**config.mk**
```make
export PLATFORM = sky130hd
export DESIGN_NAME = mem_responder_flat
export DESIGN_NICKNAME = d
export VERILOG_FILES = /design/src/rtl/mem_resp_pkg.sv /design/src/rtl/mem_responder_if.sv /design/src/rtl/mem_resp_lfsr.sv /design/src/rtl/mem_responder.sv /design/src/flat_wrapper.sv
export SDC_FILE = /design/constraint.sdc
export NUM_CORES = 2
export LEC_CHECK = 0
export CAP_MARGIN = 40
export CORE_MARGIN = 2
export CORE_UTILIZATION = 51
export CTS_CLUSTER_DIAMETER = 150
export CTS_CLUSTER_SIZE = 8
export DETAILED_ROUTE_END_ITERATION = 12
export GPL_ROUTABILITY_DRIVEN = 0
export PLACE_DENSITY = 0.7
export SLEW_MARGIN = 10
export SYNTH_ARGS = -nofsm -noshare
export SYNTH_HDL_FRONTEND = slang
export SYNTH_SLANG_ARGS = --single-unit
```
**constraint.sdc**
```tcl
create_clock -name clk -period 8.6 [get_ports clk]
set_input_delay 2.58 -clock clk [delete_from_list [all_inputs] [get_ports clk]]
set_output_delay 2.58 -clock clk [all_outputs]
set_load 0.02 [all_outputs]
```
**src/rtl/mem_resp_pkg.sv**
```systemverilog
// Shared definitions for the mem_responder block: FSM encodings, LFSR constants
// and the address-width helper.
package mem_resp_pkg;

  typedef enum logic [1:0] {
    ST_IDLE = 2'd0,
    ST_WAIT = 2'd1,
    ST_RESP = 2'd2
  } state_t;

  localparam logic [15:0] LFSR_SEED = 16'hACE1;
  // Taps 16,14,13,11 expressed as bit positions 15,13,12,10.
  localparam logic [15:0] LFSR_TAPS = 16'hB400;

  function automatic int calc_aw(input int depth);
    int aw;
    aw = 0;
    for (int i = 0; i < 16; i++) begin
      if ((1 << i) < depth) aw = i + 1;
    end
    return aw;
  endfunction

endpackage

```
**src/rtl/mem_responder_if.sv**
```systemverilog
// Request/response bus between the memory-access stage (master) and mem_responder (slave).
interface mem_responder_if;
  // A request (req_rd/req_wr) is taken only on an edge where the slave is idle or in its
  // response cycle; stall=1 means the request in flight is not finished, done pulses once
  // per accepted request with data_out/err valid only in that cycle.
  logic        req_rd;
  logic        req_wr;
  logic [15:0] addr;
  logic [15:0] data_in;
  logic [15:0] data_out;
  logic        done;
  logic        stall;
  logic        err;

  modport master (
    output req_rd, req_wr, addr, data_in,
    input  data_out, done, stall, err
  );

  modport slave (
    input  req_rd, req_wr, addr, data_in,
    output data_out, done, stall, err
  );
endinterface

```
**src/rtl/mem_resp_lfsr.sv**
```systemverilog
// 16-bit Fibonacci LFSR that steps once per advance pulse; used to add random
// wait cycles when MEM_RESP_RAND_STALL_EN is defined.
module mem_resp_lfsr
  import mem_resp_pkg::*;
(
  input  logic        clk,
  input  logic        rst,
  input  logic        i_advance,
  output logic [15:0] o_lfsr
);

  logic [15:0] r_lfsr;
  logic        w_fb;

  assign w_fb   = ^(r_lfsr & LFSR_TAPS);
  assign o_lfsr = r_lfsr;

  always_ff @(posedge clk or negedge rst) begin
    if (!rst)           r_lfsr <= LFSR_SEED;
    else if (i_advance) r_lfsr <= {r_lfsr[14:0], w_fb};
  end

endmodule

```
**src/rtl/mem_responder.sv**
```systemverilog
// Multi-cycle 16-bit data-memory responder with IDLE/WAIT/RESP FSM.
// Optional random extra latency is enabled by defining MEM_RESP_RAND_STALL_EN.
module mem_responder
  import mem_resp_pkg::*;
#(
  parameter int DEPTH   = 256,
  parameter int LATENCY = 2
) (
  input  logic             clk,
  input  logic             rst,
  mem_responder_if.slave   bus,
  output state_t           o_dbg_state
);

  localparam int AW = calc_aw(DEPTH);

  state_t          r_state;
  state_t          w_state_nxt;
  logic [4:0]      r_cnt;
  logic            r_wr;
  logic            r_err;
  logic [AW-1:0]   r_idx;
  logic [15:0]     r_data;
  logic [15:0]     r_mem [DEPTH];
  logic            w_accept;
  logic [4:0]      w_lat;

  assign w_accept = ((r_state == ST_IDLE) || (r_state == ST_RESP)) &&
                    (bus.req_rd || bus.req_wr);

`ifdef MEM_RESP_RAND_STALL_EN
  logic [15:0] w_lfsr;

  mem_resp_lfsr u_lfsr (
    .clk       (clk),
    .rst       (rst),
    .i_advance (w_accept),
    .o_lfsr    (w_lfsr)
  );

  // Extra cycles come from the LFSR value before this accept advances it.
  assign w_lat = 5'(LATENCY) + {3'b000, w_lfsr[1:0]};
`else
  assign w_lat = 5'(LATENCY);
`endif

  always_ff @(posedge clk or negedge rst) begin
    if (!rst) r_state <= ST_IDLE;
    else      r_state <= w_state_nxt;
  end

  always_comb begin
    w_state_nxt = r_state;
    case (r_state)
      ST_IDLE: if (w_accept) w_state_nxt = (w_lat == 5'd1) ? ST_RESP : ST_WAIT;
      ST_WAIT: if (r_cnt == 5'd1) w_state_nxt = ST_RESP;
      ST_RESP: begin
        if (w_accept) w_state_nxt = (w_lat == 5'd1) ? ST_RESP : ST_WAIT;
        else          w_state_nxt = ST_IDLE;
      end
      default: w_state_nxt = ST_IDLE;
    endcase
  end

  // The counter leaves WAIT on the edge where it decrements to zero.
  always_ff @(posedge clk or negedge rst) begin
    if (!rst) begin
      r_cnt  <= '0;
      r_wr   <= 1'b0;
      r_err  <= 1'b0;
      r_idx  <= '0;
      r_data <= '0;
    end else if (w_accept) begin
      r_cnt  <= w_lat - 5'd1;
      r_wr   <= bus.req_wr;
      r_err  <= bus.addr[0] | (bus.req_rd & bus.req_wr);
      r_idx  <= bus.addr[AW:1];
      r_data <= bus.data_in;
    end else if (r_state == ST_WAIT) begin
      r_cnt  <= r_cnt - 5'd1;
    end
  end

  always_ff @(posedge clk) begin
    if ((r_state == ST_RESP) && r_wr && !r_err) r_mem[r_idx] <= r_data;
  end

  assign bus.done     = (r_state == ST_RESP);
  assign bus.stall    = (r_state == ST_WAIT);
  assign bus.err      = (r_state == ST_RESP) && r_err;
  assign bus.data_out = ((r_state == ST_RESP) && !r_wr && !r_err) ? r_mem[r_idx] : 16'h0000;
  assign o_dbg_state  = r_state;

endmodule

```
**src/flat_wrapper.sv**
```systemverilog
// flat-port wrapper written by rule: the top's interface ports become plain ports
module mem_responder_flat import mem_resp_pkg::*;
#(
  parameter int DEPTH   = 256,
  parameter int LATENCY = 2
)
  (clk, rst, o_dbg_state, bus_req_rd, bus_req_wr, bus_addr, bus_data_in, bus_data_out, bus_done, bus_stall, bus_err);
  mem_responder_if bus_i ();
  input  logic clk;
  input  logic rst;
  output state_t o_dbg_state;
  input wire logic [$bits(bus_i.req_rd)-1:0] bus_req_rd;
  input wire logic [$bits(bus_i.req_wr)-1:0] bus_req_wr;
  input wire logic [$bits(bus_i.addr)-1:0] bus_addr;
  input wire logic [$bits(bus_i.data_in)-1:0] bus_data_in;
  output wire logic [$bits(bus_i.data_out)-1:0] bus_data_out;
  output wire logic [$bits(bus_i.done)-1:0] bus_done;
  output wire logic [$bits(bus_i.stall)-1:0] bus_stall;
  output wire logic [$bits(bus_i.err)-1:0] bus_err;
  assign bus_i.req_rd = bus_req_rd;
  assign bus_i.req_wr = bus_req_wr;
  assign bus_i.addr = bus_addr;
  assign bus_i.data_in = bus_data_in;
  assign bus_data_out = bus_i.data_out;
  assign bus_done = bus_i.done;
  assign bus_stall = bus_i.stall;
  assign bus_err = bus_i.err;
  mem_responder #(.DEPTH(DEPTH), .LATENCY(LATENCY)) u_core (.clk(clk), .rst(rst), .bus(bus_i), .o_dbg_state(o_dbg_state));
endmodule
```
==> results.md <==
* Critical path class: reg -> out
* Main combinational cell family by area after synthesis: multiplexers
* TNS Setup at -0.0280 ns
* Total Power Consumption at 61.5 mW
* Worst hold path class: reg -> reg
* Drt total wl at 404 mm
* Cts bufs inserted at 586
* Worst-case vdd ir drop at 257 µV
* Initial detailed-routing violation count at 10700
* R2R Setup Slk at 3.94 ns
* Final Slew Violations at 0
* Synthesized area at about 0.16 mm²
* Detail Route Antenna Nets at 0
* Die Area at 0.316 mm²
* Core Box Area at 0.311 mm²
* Max cap viols at 0
* Simple-Gate Fraction of Synth Area at a little under 3%
* First-pass GRT wire length at 576 mm
* Setup violations, final at 1
* GRT Overall Usage at about a quarter
* Root Buffer: clkbuf_16
* Synth Area in Compound Gates at between 3 and 4%
* Share of cells above drive strength 1 at 20.9%
* #FFs+latches synth at 4129
* CP Launch Type: flip-flop
* Filler cell count at 21400
* Die Span Y at 562 µm
* Hold_buf cts at 0
* Die X-Extent at 562 µm
* CP required at 6.02 ns
* Maximum fanout along the worst path at 31
* Leakage at 60.2 nW
* Nets at 8679
* Most used DFF post-synth: edfxtp_1
* Critical Path Start: u_core.r_idx[2]
* Post-synthesis xor/xnor area fraction at 0.0220%
* Initial Utilization at 51.1%
* Proportion of synthesized area in mux cells at 13.9%
* Final hold vios at 0
* WP data arrival at 6.05 ns
* Grt total ovfl at 0
* CTS tree: done
* Setup crit end kind: primary output
* Slack of the critical path at -0.0280 ns
* Sequential area share after synthesis at 77.9%
* Syn_nets at 7988
* Layout Skew at 0.0770 ns
* Worst slew margin at 18.5%
* Count of different cell masters after synthesis at 52
* Failing checks: negative setup slack
* Syn. warnings at 0
* Post-synthesis adder-cell area fraction at less than 1%
* Crit share post-route at 100%
* Min Tclk post-route at 8.63 ns
* Vias per cell at 6.42
* H-tree levels at 6
* Buffers on Ports at 49
* Area Growth Syn to Fin at 15.7%
* Max Buffers Root-to-Sink at 4
* RSZ-0062 raised after global routing: no
* Asr flop ratio synth at 0.799%
* Status: finished with violations
* End of the critical path: bus_data_out[4]
* Pin count of the biggest net entering global routing at 178
* Drt wl/cell at about 31 µm
* Crit Reg-Reg Endpoint: u_core.r_mem[112][8]
* Clock Latency Late Sink at 1.06 ns
* Vias in the first global route at 81700
* R2r startpoint: u_core.r_idx[1]
* Clk slew on worst S/H paths at roughly 0.05 ns
* Final core occ at 59.1%
* DRT Pass-1 Iters at 6
* # DRC at 0
* CTS Sinks at 4129
* Post-DP HPWL at 237 mm
* Worst Tran Pin Value at 1.22 ns
* Rows at 205
* Synthesized instance count at 7950
* Antenna violations before repair at 12
* IO Pins at 57
* Mean Syn Cell Area at 20.0 µm²
* PwrDens at roughly 330 mW/mm²
* Reg2reg path depth at 7
* Post-synth EDFFs at 4096
* DR vias at 82700
* F_max at 0.116 GHz
through the flow:
stage	setup slack [ns]	cell area, µm²	hold WS (ns)	std cells
CTS	0.0678	184000	0.536	12900
finish	-0.0280	184000	0.535	12900
floorplan	3.69	159000	0.461	7950
detailed placement	1.21	167000	0.507	12200
global placement	1.10	166000	0.478	12100
global route	0.0322	184000	0.547	12900
timing repair:
action,4_1_cts,5_1_grt
setup endpoints to repair,0,1
gates resized for setup,0,2
setup buffers,0,0
hold endpoints to repair,0,0
critical path, cell delays in order (launching register included):
cell	delay, ns
dfrtp_2	0.63
buf_4	0.35
nand4b_4	0.50
buf_4	0.38
o22ai_1	0.13
nor4_1	0.70
nand2_1	0.13
o31ai_1	0.70
nand4_1	0.62
or2_1	0.55
buf_4	0.22
per-layer routing:
metal / vias up / global-route usage [%] / share of wire, %
met5: - / 0 / 0.015
met4: 8 / 10.6 / 4.5
met3: 787 / 5.50 / 9.8
met2: 4644 / 39.5 / 48
met1: 43300 / 34.4 / 38
li1: 34000 / - / -
logic make-up after synthesis:
kind of cell	Yosys count
buffers and inverters	489
and+or+nand+nor	974
adders and majority gates	2
muxes	1514
DFF	4129
xor gates and xnor gates	4
AOI/OAI and AO/OA	838
layout by cell type, fill, tap and decap left out, types with 12 or more instances in the layout:
cell type,netlist,final
buf_12,0,39
clkbuf_16,0,590
o31ai_1,61,61
a22oi_1,394,394
clkdlybuf4s50_1,0,32
mux2i_1,960,960
nand2_1,224,220
buf_16,0,24
buf_4,30,452
nor2_1,304,284
nor2_2,1,18
nand3_1,95,91
inv_16,0,15
nor4_1,63,62
o211ai_1,60,60
a21oi_1,31,31
nor3_1,20,18
mux4_2,554,554
nand2b_1,19,19
a221oi_1,17,17
dfrtp_4,0,20
o22ai_1,263,263
and3_1,81,81
clkbuf_1,197,40
nor2b_1,55,51
edfxtp_1,4096,4096
or2_1,15,15
dfrtp_1,33,12
nand4_1,66,66
clkinv_16,0,26
buf_8,0,27
cell usage after synthesis (15+ instances only):
cell type	n	share of area [%]
mux2i_1	960	6.0
nand4_1	66	0.26
and3_1	81	0.32
nand3_1	95	0.30
o22ai_1	263	1.0
or2_1	15	0.059
dfrtp_1	33	0.52
nor2b_1	55	0.22
a221oi_1	17	0.094
clkbuf_1	197	0.46
mux4_2	554	7.8
o211ai_1	60	0.28
nand2_1	224	0.53
edfxtp_1	4096	77
nor3_1	20	0.063
nor2_1	304	0.72
nand2b_1	19	0.075
a22oi_1	394	1.9
buf_1	23	0.054
buf_2	198	0.62
buf_4	30	0.14
o31ai_1	61	0.29
buf_6	33	0.23
a21oi_1	31	0.098
nor4_1	63	0.25
final cells by class:
cell class,count,area [µm²],area share (%)
flip-flops and latches,4129,124000,67.3
multi-input cells,3332,33000,17.9
clock buffers,630,14900,8.11
repair buffers,587,5670,3.08
well taps,4140,5180,2.82
clock inverters,57,1280,0.694
inverters,5,18.8,0.0102
diodes,5,12.5,0.00680
worst min-delay path by stage:
stage | startpoint | to | slack [ns] | depth (start not counted)
5_1_grt | u_core.r_wr | u_core.r_wr | 0.55 | 2
3_5_place_dp | u_core.r_wr | u_core.r_wr | 0.51 | 2
6_report | u_core.r_wr | u_core.r_wr | 0.54 | 2
3_3_place_gp | u_core.r_wr | u_core.r_wr | 0.48 | 2
4_1_cts | u_core.r_wr | u_core.r_wr | 0.54 | 2
2_1_floorplan | u_core.r_wr | u_core.r_wr | 0.46 | 2
state kept, by name, summed over array words and instances (netlist names):
register / cells
u_core.o_dbg_state: 2
u_core.r_wr: 1
u_core.r_data: 16
u_core.r_mem: 4096
u_core.r_cnt: 5
u_core.r_err: 1
u_core.r_idx: 8
power breakdown:
part | switching, mW | leakage (nW) | internal (mW)
clock network | 8.26 | 7.85 | 12.3
logic | 9.86 | 14.9 | 5.33
registers | 0.689 | 37.5 | 25.1
total | 18.8 | 60.2 | 42.7
Power figures use the tool's default switching activity.
